[src/rtl/alu_op_sequencer.sv]
// Replays a stored {function,data} micro-program into the sequential ALU: clear, N steps, drain, done.
// start -> done in N+3 cycles; start and program writes are ignored while busy, abort returns to idle.
module alu_op_sequencer #(
    parameter int DEPTH = 8,
    parameter int AW    = $clog2(DEPTH)
) (
    input  logic          Clock,
    input  logic          Reset,
    input  logic          prog_we,
    input  logic [AW-1:0] prog_addr,
    input  logic [5:0]    prog_wdata,
    input  logic [AW:0]   prog_len,
    input  logic          start,
    input  logic          abort,
    output logic          busy,
    output logic          done,
    output logic [7:0]    result,
    output logic [AW:0]   step_idx,
    output logic          alu_reset,
    output logic          alu_en,
    output logic [1:0]    alu_function,
    output logic [3:0]    alu_data,
    input  logic [7:0]    alu_result
);

    localparam logic [AW:0] DEPTH_L  = (AW+1)'(DEPTH);
    localparam logic [1:0]  FN_HOLD  = 2'b11;

    typedef enum logic [2:0] {
        S_IDLE,
        S_CLEAR,
        S_RUN,
        S_DRAIN,
        S_DONE
    } state_t;

    state_t      state;
    logic [5:0]  mem [DEPTH];
    logic [AW:0] run_len;
    logic [AW:0] next_idx;
    logic [AW:0] len_clamped;

    always_comb begin
        next_idx    = step_idx + (AW+1)'(1);
        len_clamped = (prog_len > DEPTH_L) ? DEPTH_L : prog_len;
    end

    always_ff @(posedge Clock) begin
        if (Reset) begin
            state        <= S_IDLE;
            busy         <= 1'b0;
            done         <= 1'b0;
            result       <= 8'h00;
            step_idx     <= '0;
            run_len      <= '0;
            alu_reset    <= 1'b0;
            alu_en       <= 1'b0;
            alu_function <= FN_HOLD;
            alu_data     <= 4'h0;
            for (int i = 0; i < DEPTH; i++) begin
                mem[i] <= 6'h00;
            end
        end else begin
            // Program is frozen for the whole run, including the DONE cycle.
            if (state == S_IDLE && prog_we) begin
                mem[prog_addr] <= prog_wdata;
            end

            if (state != S_IDLE && abort) begin
                state        <= S_IDLE;
                busy         <= 1'b0;
                done         <= 1'b0;
                alu_reset    <= 1'b0;
                alu_en       <= 1'b0;
                alu_function <= FN_HOLD;
                alu_data     <= 4'h0;
            end else begin
                case (state)
                    S_IDLE: begin
                        if (start && !abort) begin
                            state     <= S_CLEAR;
                            busy      <= 1'b1;
                            alu_reset <= 1'b1;
                            run_len   <= len_clamped;
                            step_idx  <= '0;
                        end
                    end
                    S_CLEAR: begin
                        alu_reset <= 1'b0;
                        if (run_len == '0) begin
                            state <= S_DRAIN;
                        end else begin
                            state                    <= S_RUN;
                            alu_en                   <= 1'b1;
                            {alu_function, alu_data} <= mem[0];
                        end
                    end
                    S_RUN: begin
                        step_idx <= next_idx;
                        if (next_idx >= run_len) begin
                            state        <= S_DRAIN;
                            alu_en       <= 1'b0;
                            alu_function <= FN_HOLD;
                            alu_data     <= 4'h0;
                        end else begin
                            {alu_function, alu_data} <= mem[next_idx[AW-1:0]];
                        end
                    end
                    S_DRAIN: begin
                        // ALU registers its last step at the end of RUN, so ALUout is settled here.
                        result <= alu_result;
                        done   <= 1'b1;
                        state  <= S_DONE;
                    end
                    S_DONE: begin
                        done  <= 1'b0;
                        busy  <= 1'b0;
                        state <= S_IDLE;
                    end
                    default: begin
                        state <= S_IDLE;
                        busy  <= 1'b0;
                        done  <= 1'b0;
                    end
                endcase
            end
        end
    end

endmodule
[config.mk]
export PLATFORM = sky130hd
export DESIGN_NAME = alu_op_sequencer
export DESIGN_NICKNAME = d
export VERILOG_FILES = /design/src/rtl/alu_op_sequencer.sv
export SDC_FILE = /design/constraint.sdc
export NUM_CORES = 1
export LEC_CHECK = 0
export ABC_AREA = 1
export CAP_MARGIN = 20
export CORE_UTILIZATION = 50
export CTS_CLUSTER_DIAMETER = 120
export DETAILED_ROUTE_END_ITERATION = 7
export PLACE_DENSITY = 0.73
export SLEW_MARGIN = 20
export SYNTH_ARGS = -nofsm -noshare
export SYNTH_HDL_FRONTEND = slang
export SYNTH_SLANG_ARGS = --single-unit
[constraint.sdc]
create_clock -name Clock -period 1.8 [get_ports Clock]
set_clock_uncertainty 0.1 [all_clocks]
set_input_delay 0.36 -clock Clock [delete_from_list [all_inputs] [get_ports Clock]]
set_output_delay 0.36 -clock Clock [all_outputs]
set_load 0.03 [all_outputs]
==> results of run 1 <==
## placed cells by master, fill, tap and decap left out, types with 2 or more instances in the layout
cell type,count
ha_4,4
inv_2,4
a21oi_1,19
clkbuf_8,10
o21ai_0,11
nand2_2,13
a21oi_2,3
inv_1,32
a21oi_4,2
dlygate4sd2_1,22
nor2_8,2
edfxtp_1,48
buf_4,32
clkinv_2,5
dfxtp_4,2
nand2_1,92
nand2_4,10
clkdlybuf4s50_1,25
nor2_1,87
nand3_1,42
nand3_2,2
dfxtp_1,26
nand3_4,2
## critical path: cells and delay by family, from the launching register on
family                     cells  cell delay [ps]
xor gates and xnor gates       1              170
DFF                            1              390
adders and majority gates      1              230
AOI/OAI and AO/OA              2              400
and+or+nand+nor                5              390
## layer usage
| layer | GRT usage | wire length, um | share of wire | vias to the layer above |
|---|---|---|---|---|
| met5 | 0 | 0 | 0 | - |
| met4 | 0.103 | 201 | 0.023 | 0 |
| met3 | 0.0673 | 687 | 0.080 | 20 |
| met2 | 0.398 | 4250 | 0.49 | 129 |
| met1 | 0.314 | 3490 | 0.40 | 1445 |
| li1 | - | - | - | 1519 |
## power by group through the flow
stage | combinational [W] | clock [W] | sequential (W)
2_1_floorplan | 0.000611 | 0 | 0.00214
3_3_place_gp | 0.00105 | 0 | 0.00208
3_5_place_dp | 0.00107 | 0 | 0.00208
4_1_cts | 0.00107 | 0.00115 | 0.00204
5_1_grt | 0.00121 | 0.00123 | 0.00205
6_report | 0.00110 | 0.00113 | 0.00204
## cell usage after synthesis
cell	number
nand2_1	103
nor2_1	87
edfxtp_1	48
nand3_1	45
inv_1	34
dfxtp_1	29
a21oi_1	22
o21ai_0	11
nand2_4	10
buf_2	5
ha_1	5
buf_4	3
clkinv_2	2
inv_2	2
nand2_2	2
nor2_8	2
a211oi_1	1
a21oi_2	1
a21oi_4	1
a31oi_1	1
buf_1	1
clkbuf_1	1
nand3_4	1
nor2_2	1
nor2_4	1
xnor2_1	1
## flip-flops by register name, indices dropped and copies added (netlist names)
register and flops:
alu_function 2, done 1, result 8, alu_data 4, state 3, mem 48, busy 1, step_idx 4
run_len 4, alu_reset 1, alu_en 1
## cell families (layout without fill, tap and decap cells)
| family | after synthesis | after routing | share of synthesized area |
|---|---|---|---|
| buffers and inverters | 48 | 134 | 0.0551 |
| XOR/XNOR | 1 | 1 | 0.00241 |
| flip-flops | 77 | 77 | 0.556 |
| AO/OA/AOI/OAI | 37 | 37 | 0.0561 |
| AND/OR/NAND/NOR | 252 | 252 | 0.313 |
| adder cells (fa/ha/maj) | 5 | 5 | 0.0172 |
## per-stage QoR
| step | cells | setup TNS [ps] | setup slack (ps) |
|---|---|---|---|
| 3_3_place_gp | 583 | -5690 | -149 |
| 2_1_floorplan | 420 | -63.1 | -33.4 |
| 5_1_grt | 602 | -346 | -85.4 |
| 6_report | 602 | 0 | 6.84 |
| 3_5_place_dp | 583 | -7630 | -204 |
| 4_1_cts | 601 | -11.4 | -11.4 |
## layout make-up
cell class / count / area [um^2]
repair buffers: 80 / 694
well taps: 96 / 120
fillers: 581 / 2200
inverters: 38 / 145
multi-input cells: 295 / 1550
clock buffers: 11 / 141
flip-flops and latches: 77 / 2030
clock inverters: 5 / 26.3
## worst paths after layout
path                           to        start  slack, ps  depth (start not counted)
setup reg to reg  alu_function[1]  step_idx[0]          7                          9
hold / removal               busy         busy        360                          2
setup / recovery  alu_function[1]  step_idx[0]          7                          9
hold reg to reg              busy         busy        360                          2
## repair_timing
action	in CTS	in global routing
pin swaps	3	13
buffers inserted	2	1
gates resized for setup	29	19
gates cloned	0	0
setup endpoints to repair	27	56
hold endpoints to repair	0	0
==> results.json, run 1 <==
{
  "start_util": 0.526,
  "cts_sinks": 77,
  "min_period_ps": 1790,
  "synthCells": 420,
  "cp_max_fo": 7,
  "criticalPathCategory": "reg2reg",
  "syn_area_um2": 3640,
  "layout_worst_path_cycle_share": 0.996,
  "hp-class": "reg2reg",
  "p_sw_w": 0.00135,
  "vias_per_cell": 5.17,
  "leakage_nw": 2.13,
  "setup.worst_path.end_class": "flip-flop",
  "arrival_ps": 1940,
  "cts.hold.buffers_added": 0,
  "clockRootBuffer": "clkbuf_8",
  "die_h_um": 87.3,
  "fp.dieArea_um2": 7620,
  "grt_pass1_wl_um": 13800,
  "yosysWarnings": 0,
  "chipWidth_um": 87.3,
  "gp_congestion": 0.864,
  "yosysTopAreaCell": "edfxtp_1",
  "required_ps": 1950,
  "clockBufferDepth": 2,
  "syn_area_per_cell_um2": 8.66,
  "num_vias": 3113,
  "routedWlPerCell_um": 14.3,
  "num_rows": 30,
  "status": "completed",
  "drive_above_1_share": 0.192,
  "grt_usage": 0.247,
  "overflow": 0,
  "switching_share": 0.317,
  "p_comb_frac": 0.257,
  "portBuffers": 47,
  "crit_chain": "nand3_4 > xnor2_4 > ha_4 > a21oi_4 > nand2_2 > a21oi_4 > nand3_2 > nand2_2 > nand2_1",
  "core_area_um2": 6910,
  "p_total_w": 0.00427,
  "pwr-share-seq": 0.479,
  "post_dp_cell_area_um2": 4420,
  "first_pass_iters": 5,
  "pwr_density_cell_nw_per_um2": 906,
  "start_kind": "flip-flop",
  "cts_tree": "yes",
  "grt_max_degree": 25,
  "synth.area.top_cells": "edfxtp_1 40%, dfxtp_1 16%, nand2_1 11%, nor2_1 9.0%, nand3_1 6.2%",
  "grt_pass1_vias": 2916,
  "slowest_stage": "dfxtp_4",
  "antenna_found_initial": 0,
  "p_int_w": 0.00292,
  "h-tree-depth": 3,
  "p_clk_frac": 0.264,
  "syn-num-nets": 451,
  "wl_um": 8630,
  "boundaryPins": 48,
  "cts_made_buffers": 9,
  "whs_ps": 365,
  "clkSlewWorstSetupHoldPaths_ps": 70,
  "drcViolationCount": 0,
  "setup_viol": 0,
  "hold_viol": 0,
  "layout.nets": 532,
  "drv_slew": 0,
  "utilization": 0.682,
  "diodes": 0,
  "maxCapViolCount": 0,
  "dp_hpwl_um": 6220,
  "maxSlewHeadroom": 0.741,
  "worst_pin_slew_ps": 388,
  "synth_seq_area_share": 0.556,
  "drtIter0Drc": 284,
  "synth_top_cell_area_share": 0.396,
  "antenna_left": 0,
  "fin_area_um2": 4710,
  "rsz0062_at_grt": "yes",
  "fmax_ghz": 0.558,
  "ir_drop_mv": 0.515,
  "clk_latency_ps": 350,
  "synth.distinct_cells": 26,
  "max_stage_delay_ps": 390,
  "synthToLayoutAreaGrowth_pct": 29.5,
  "synth_seq_cells": 77
}
Power figures use the tool's default switching activity.
==> run 2, diff against run 1 <==
Settings changed: CORE_ASPECT_RATIO set to 1.1.
==> run 2 against run 1 <==
  * The flow now finishes with violations (setup timing)
  * Worst setup slack got worse by 13 ps
  * Count of clock-buffer cells in the layout decreased by 2
  * Utilization decreased by 2.0 points
  * First-iteration DRC count decreased by 40%
  * Sequential power about the same
  * Largest power group unchanged
  * Highest routed layer unchanged
==> results.json, run 2 (synthesis gave the netlist of run 1 again) <==
{
  "status": "finished with violations",
  "violations": "setup timing",
  "synthToLayoutAreaGrowth_pct": 27.5,
  "grt_max_degree": 25,
  "criticalPathCategory": "reg2reg",
  "wl_um": 7970,
  "antenna_left": 0,
  "grt_usage": 0.223,
  "setup.worst_path.end_class": "flip-flop",
  "drcViolationCount": 0,
  "chipWidth_um": 83.3,
  "die_h_um": 91.4,
  "cts.hold.buffers_added": 0,
  "most-common-layout-cells": "102 x nand2_1, 87 x nor2_1, 48 x edfxtp_1",
  "drv_slew": 0,
  "required_ps": 1980,
  "timing.final.ws_setup_ps": -6.39,
  "routedWlPerCell_um": 13.5,
  "final_common_cell": "nand2_1",
  "start_kind": "flip-flop",
  "setup_viol": 2,
  "cts_sinks": 77,
  "antenna_found_initial": 0,
  "pwr_density_cell_nw_per_um2": 934,
  "overflow": 0,
  "grt_pass1_vias": 2883,
  "post_dp_cell_area_um2": 4430,
  "whs_ps": 366,
  "drtIter0Drc": 169,
  "maxCapViolCount": 0,
  "clk_latency_ps": 340,
  "fin_setup_tns_ps": -6.60,
  "core_area_um2": 7010,
  "num_vias": 3025,
  "cts_made_buffers": 9,
  "h-tree-depth": 3,
  "boundaryPins": 48,
  "gp_congestion": 0.831,
  "layout.nets": 533,
  "clockRootBuffer": "clkbuf_8",
  "fmax_ghz": 0.554,
  "worst_pin_slew_ps": 380,
  "p_total_w": 0.00433,
  "portBuffers": 47,
  "arrival_ps": 1980,
  "num_rows": 32,
  "ir_drop_mv": 0.590,
  "maxSlewHeadroom": 0.747,
  "top_register": "mem",
  "vias_per_cell": 5.12,
  "fin_area_um2": 4640,
  "cp_max_fo": 7,
  "hold_viol": 0,
  "first_pass_iters": 5,
  "drive_above_1_share": 0.162,
  "grt_pass1_wl_um": 13100,
  "rsz0062_at_grt": "yes",
  "dp_hpwl_um": 5970,
  "min_period_ps": 1810,
  "fp.dieArea_um2": 7620,
  "hp-class": "reg2reg",
  "post-place-ws_ps": -122,
  "start_util": 0.519,
  "layout_worst_path_cycle_share": 1.00,
  "clkSlewWorstSetupHoldPaths_ps": 80,
  "cts_tree": "yes",
  "clockBufferDepth": 2,
  "reg_top3": "mem: 48 flops, result: 8 flops",
  "diodes": 0,
  "leakage_nw": 2.14,
  "largest_register_ffs": 48
}
## run 2: through the flow
step                      utilization  instances
after floorplan                     -        420
after global placement          0.632        575
after detailed placement        0.632        575
after CTS                       0.658        591
after global routing            0.662        591
final                           0.662        591
## run 2: area by class of cell
class | instances | area [um^2]
inverters | 38 | 145
clock inverters | 6 | 63.8
clock buffers | 9 | 124
well taps | 85 | 106
multi-input cells | 295 | 1470
fillers | 562 | 2370
flip-flops and latches | 77 | 2030
repair buffers | 81 | 698
## run 2: critical path, stage by stage (launching register included)
cell and delay, ps:
dfxtp_4 390, nand3_4 80, xnor2_2 140, ha_1 300, a21oi_2 180, nand2_2 80
a21oi_4 200, nand2_1 100, a21oi_1 160
## run 2: power by group
part / switching (W) / total (W) / internal [W]
clock network: 0.000621 / 0.00125 / 0.000632
registers: 0.0000644 / 0.00205 / 0.00198
logic: 0.000637 / 0.00103 / 0.000395
total: 0.00132 / 0.00433 / 0.00301
## run 2: path summary, 6_finish.rpt
check | from | endpoint | slack (ps) | cells after the start
setup / recovery | step_idx[1] | alu_data[2] | -6 | 8
hold / removal | alu_en | alu_en | 370 | 2
setup reg to reg | step_idx[1] | alu_data[2] | -6 | 8
hold reg to reg | alu_en | alu_en | 370 | 2
## run 2: layer usage
metal / share of wire / routed length (um) / vias up / track usage
li1: - / - / 1526 / -
met1: 0.44 / 3470 / 1375 / 0.260
met2: 0.48 / 3860 / 97 / 0.389
met3: 0.051 / 405 / 27 / 0.0382
met4: 0.029 / 232 / 0 / 0.122
met5: 0 / 0 / - / 0
## run 2: timing repair
| item | CTS | global route |
|---|---|---|
| gates resized for setup | 25 | 5 |
| endpoints found under the setup margin | 28 | 8 |
| endpoints found under the hold margin | 0 | 0 |
| buffers inserted | 1 | 0 |
| pin swaps | 1 | 3 |
==> run 3, diff against run 2 <==
Settings changed: ABC_CLOCK_PERIOD_IN_PS set to 1800, CORE_UTILIZATION 50 to 51, CTS_BUF_LIST set to sky130_fd_sc_hd__clkbuf_4, PLACE_DENSITY 0.73 to 0.75.
==> run 3 against run 2 <==
  * The flow still finishes with violations (setup timing)
  * Worst setup slack worse by 45 ps
  * Maximum frequency shrank 2.4%
  * Final cell count down 1.2%
  * Critical path depth stayed put
  * Cell area shrank 1.9%
  * First-iteration DRC count is 22% lower
==> results.json, run 3 (synthesis gave the netlist of run 1 again) <==
{
  "drive_above_1_share": 0.177,
  "hp-class": "reg2reg",
  "routedWlPerCell_um": 13.6,
  "pwr-share-seq": 0.496,
  "max_stage_delay_ps": 410,
  "pwr_density_cell_nw_per_um2": 904,
  "clkSlewWorstSetupHoldPaths_ps": 130,
  "drtIter0Drc": 132,
  "post_dp_cell_area_um2": 4390,
  "p_comb_frac": 0.248,
  "reg_top3": "mem: 48 flops, result: 8 flops",
  "drcViolationCount": 0,
  "setup_viol": 5,
  "rr_worst_depth": 8,
  "h-tree-depth": 3,
  "drv_slew": 0,
  "start_kind": "flip-flop",
  "grt_pass1_wl_um": 13000,
  "ir_drop_mv": 0.573,
  "die_h_um": 90.6,
  "portBuffers": 47,
  "layout_worst_path_cycle_share": 1.03,
  "p_sw_w": 0.00133,
  "r2r_end": "alu_data[2]",
  "cp_max_fo": 7,
  "num_rows": 31,
  "gp_congestion": 0.849,
  "grt_usage": 0.235,
  "worst_pin_slew_ps": 384,
  "vias_per_cell": 5.14,
  "arrival_ps": 2100,
  "num_vias": 3004,
  "timing.final.ws_setup_ps": -50.9,
  "fin_area_um2": 4550,
  "crit_chain": "nand3_4 > xnor2_2 > ha_1 > a21oi_2 > nand2_2 > a21oi_4 > nand2_1 > a21oi_2",
  "setup.worst_path.end_class": "flip-flop",
  "largest_register_ffs": 48,
  "cts_tree": "yes",
  "cts_made_buffers": 9,
  "layout.nets": 528,
  "p_int_w": 0.00279,
  "rsz0062_at_grt": "yes",
  "chipWidth_um": 82.5,
  "violations": "setup timing",
  "maxCapViolCount": 0,
  "clockBufferDepth": 2,
  "fin_setup_tns_ps": -145,
  "leakage_nw": 2.08,
  "diodes": 0,
  "first_pass_iters": 4,
  "p_clk_frac": 0.255,
  "fmax_ghz": 0.540,
  "whs_ps": 366,
  "switching_share": 0.323,
  "hold_depth": 2,
  "path_common_cell": "a21oi_2",
  "cts_sinks": 77,
  "cts.hold.buffers_added": 0,
  "min_period_ps": 1850,
  "whs_endpoint": "busy",
  "criticalPathCategory": "reg2reg",
  "antenna_found_initial": 0,
  "clk_latency_ps": 430,
  "r2r_slack_ps": -50,
  "top_register": "mem",
  "worstHoldStart": "busy",
  "fp.dieArea_um2": 7470,
  "boundaryPins": 48,
  "overflow": 0,
  "synthToLayoutAreaGrowth_pct": 25.2,
  "antenna_left": 0,
  "n_fill_cell": 584,
  "grt_max_degree": 25,
  "slowest_stage": "dfxtp_4",
  "most-common-layout-cells": "96 x nand2_1, 87 x nor2_1, 48 x edfxtp_1",
  "final_common_cell": "nand2_1",
  "clockRootBuffer": "clkbuf_4",
  "maxSlewHeadroom": 0.744,
  "utilization": 0.674,
  "core_area_um2": 6750,
  "post-place-ws_ps": -131,
  "dp_hpwl_um": 5850,
  "r2r_start": "step_idx[0]",
  "hold_viol": 0,
  "grt_pass1_vias": 2889,
  "status": "finished with violations",
  "start_util": 0.539,
  "wl_um": 7930,
  "required_ps": 2050
}
-- run 3: worst max-delay path by stage --
stage | slack (ps) | end | startpoint | depth (start not counted)
final | -50 | alu_data[2] | step_idx[0] | 8
after global routing | -140 | alu_function[0] | step_idx[0] | 9
after CTS | -30 | alu_function[1] | step_idx[0] | 11
after detailed placement | -130 | mem[6][2] | Reset | 6
after global placement | -120 | mem[0][2] | Reset | 6
after floorplan | -30 | alu_function[1] | step_idx[0] | 10
-- run 3: repair_timing --
item | 4_1_cts | 5_1_grt
setup endpoints to repair | 27 | 34
buffers inserted | 0 | 0
pin swaps | 3 | 6
resized for setup | 27 | 12
-- run 3: cell type report --
type                            count  area, um^2  area share
Clock buffer                        9        67.6      0.0148
Clock inverter                      7        72.6      0.0159
Inverter                           38         145      0.0319
Multi-Input combinational cell    295        1480       0.325
Sequential cell                    77        2030       0.446
Tap cell                           82         103      0.0225
Timing Repair Buffer               76         652       0.143
-- run 3: power by group through the flow --
stage | logic (W) | registers, W | clock network, W
after global routing | 0.00115 | 0.00205 | 0.00115
after CTS | 0.00101 | 0.00204 | 0.00108
final | 0.00102 | 0.00204 | 0.00105
after global placement | 0.00101 | 0.00207 | 0
after detailed placement | 0.00103 | 0.00208 | 0
after floorplan | 0.000611 | 0.00214 | 0
-- run 3: through the flow --
step,power [W],cells
after floorplan,0.00275,420
after global placement,0.00309,568
after detailed placement,0.00311,568
after CTS,0.00413,584
after global routing,0.00435,584
final,0.00411,584
-- run 3: layer usage --
metal  wire length [um]  vias up  track usage
met5                  0        -            0
met4                293        0        0.112
met3                423       24       0.0455
met2               3820      106        0.391
met1               3390     1357        0.286
li1                   -     1517            -
-- run 3: critical path: cells and delay by family, from the launching register on --
family	cells	cell delay (ps)
AO/OA/AOI/OAI	3	550
flip-flops	1	410
adder cells (fa/ha/maj)	1	300
AND/OR/NAND/NOR	3	260
XOR/XNOR	1	150
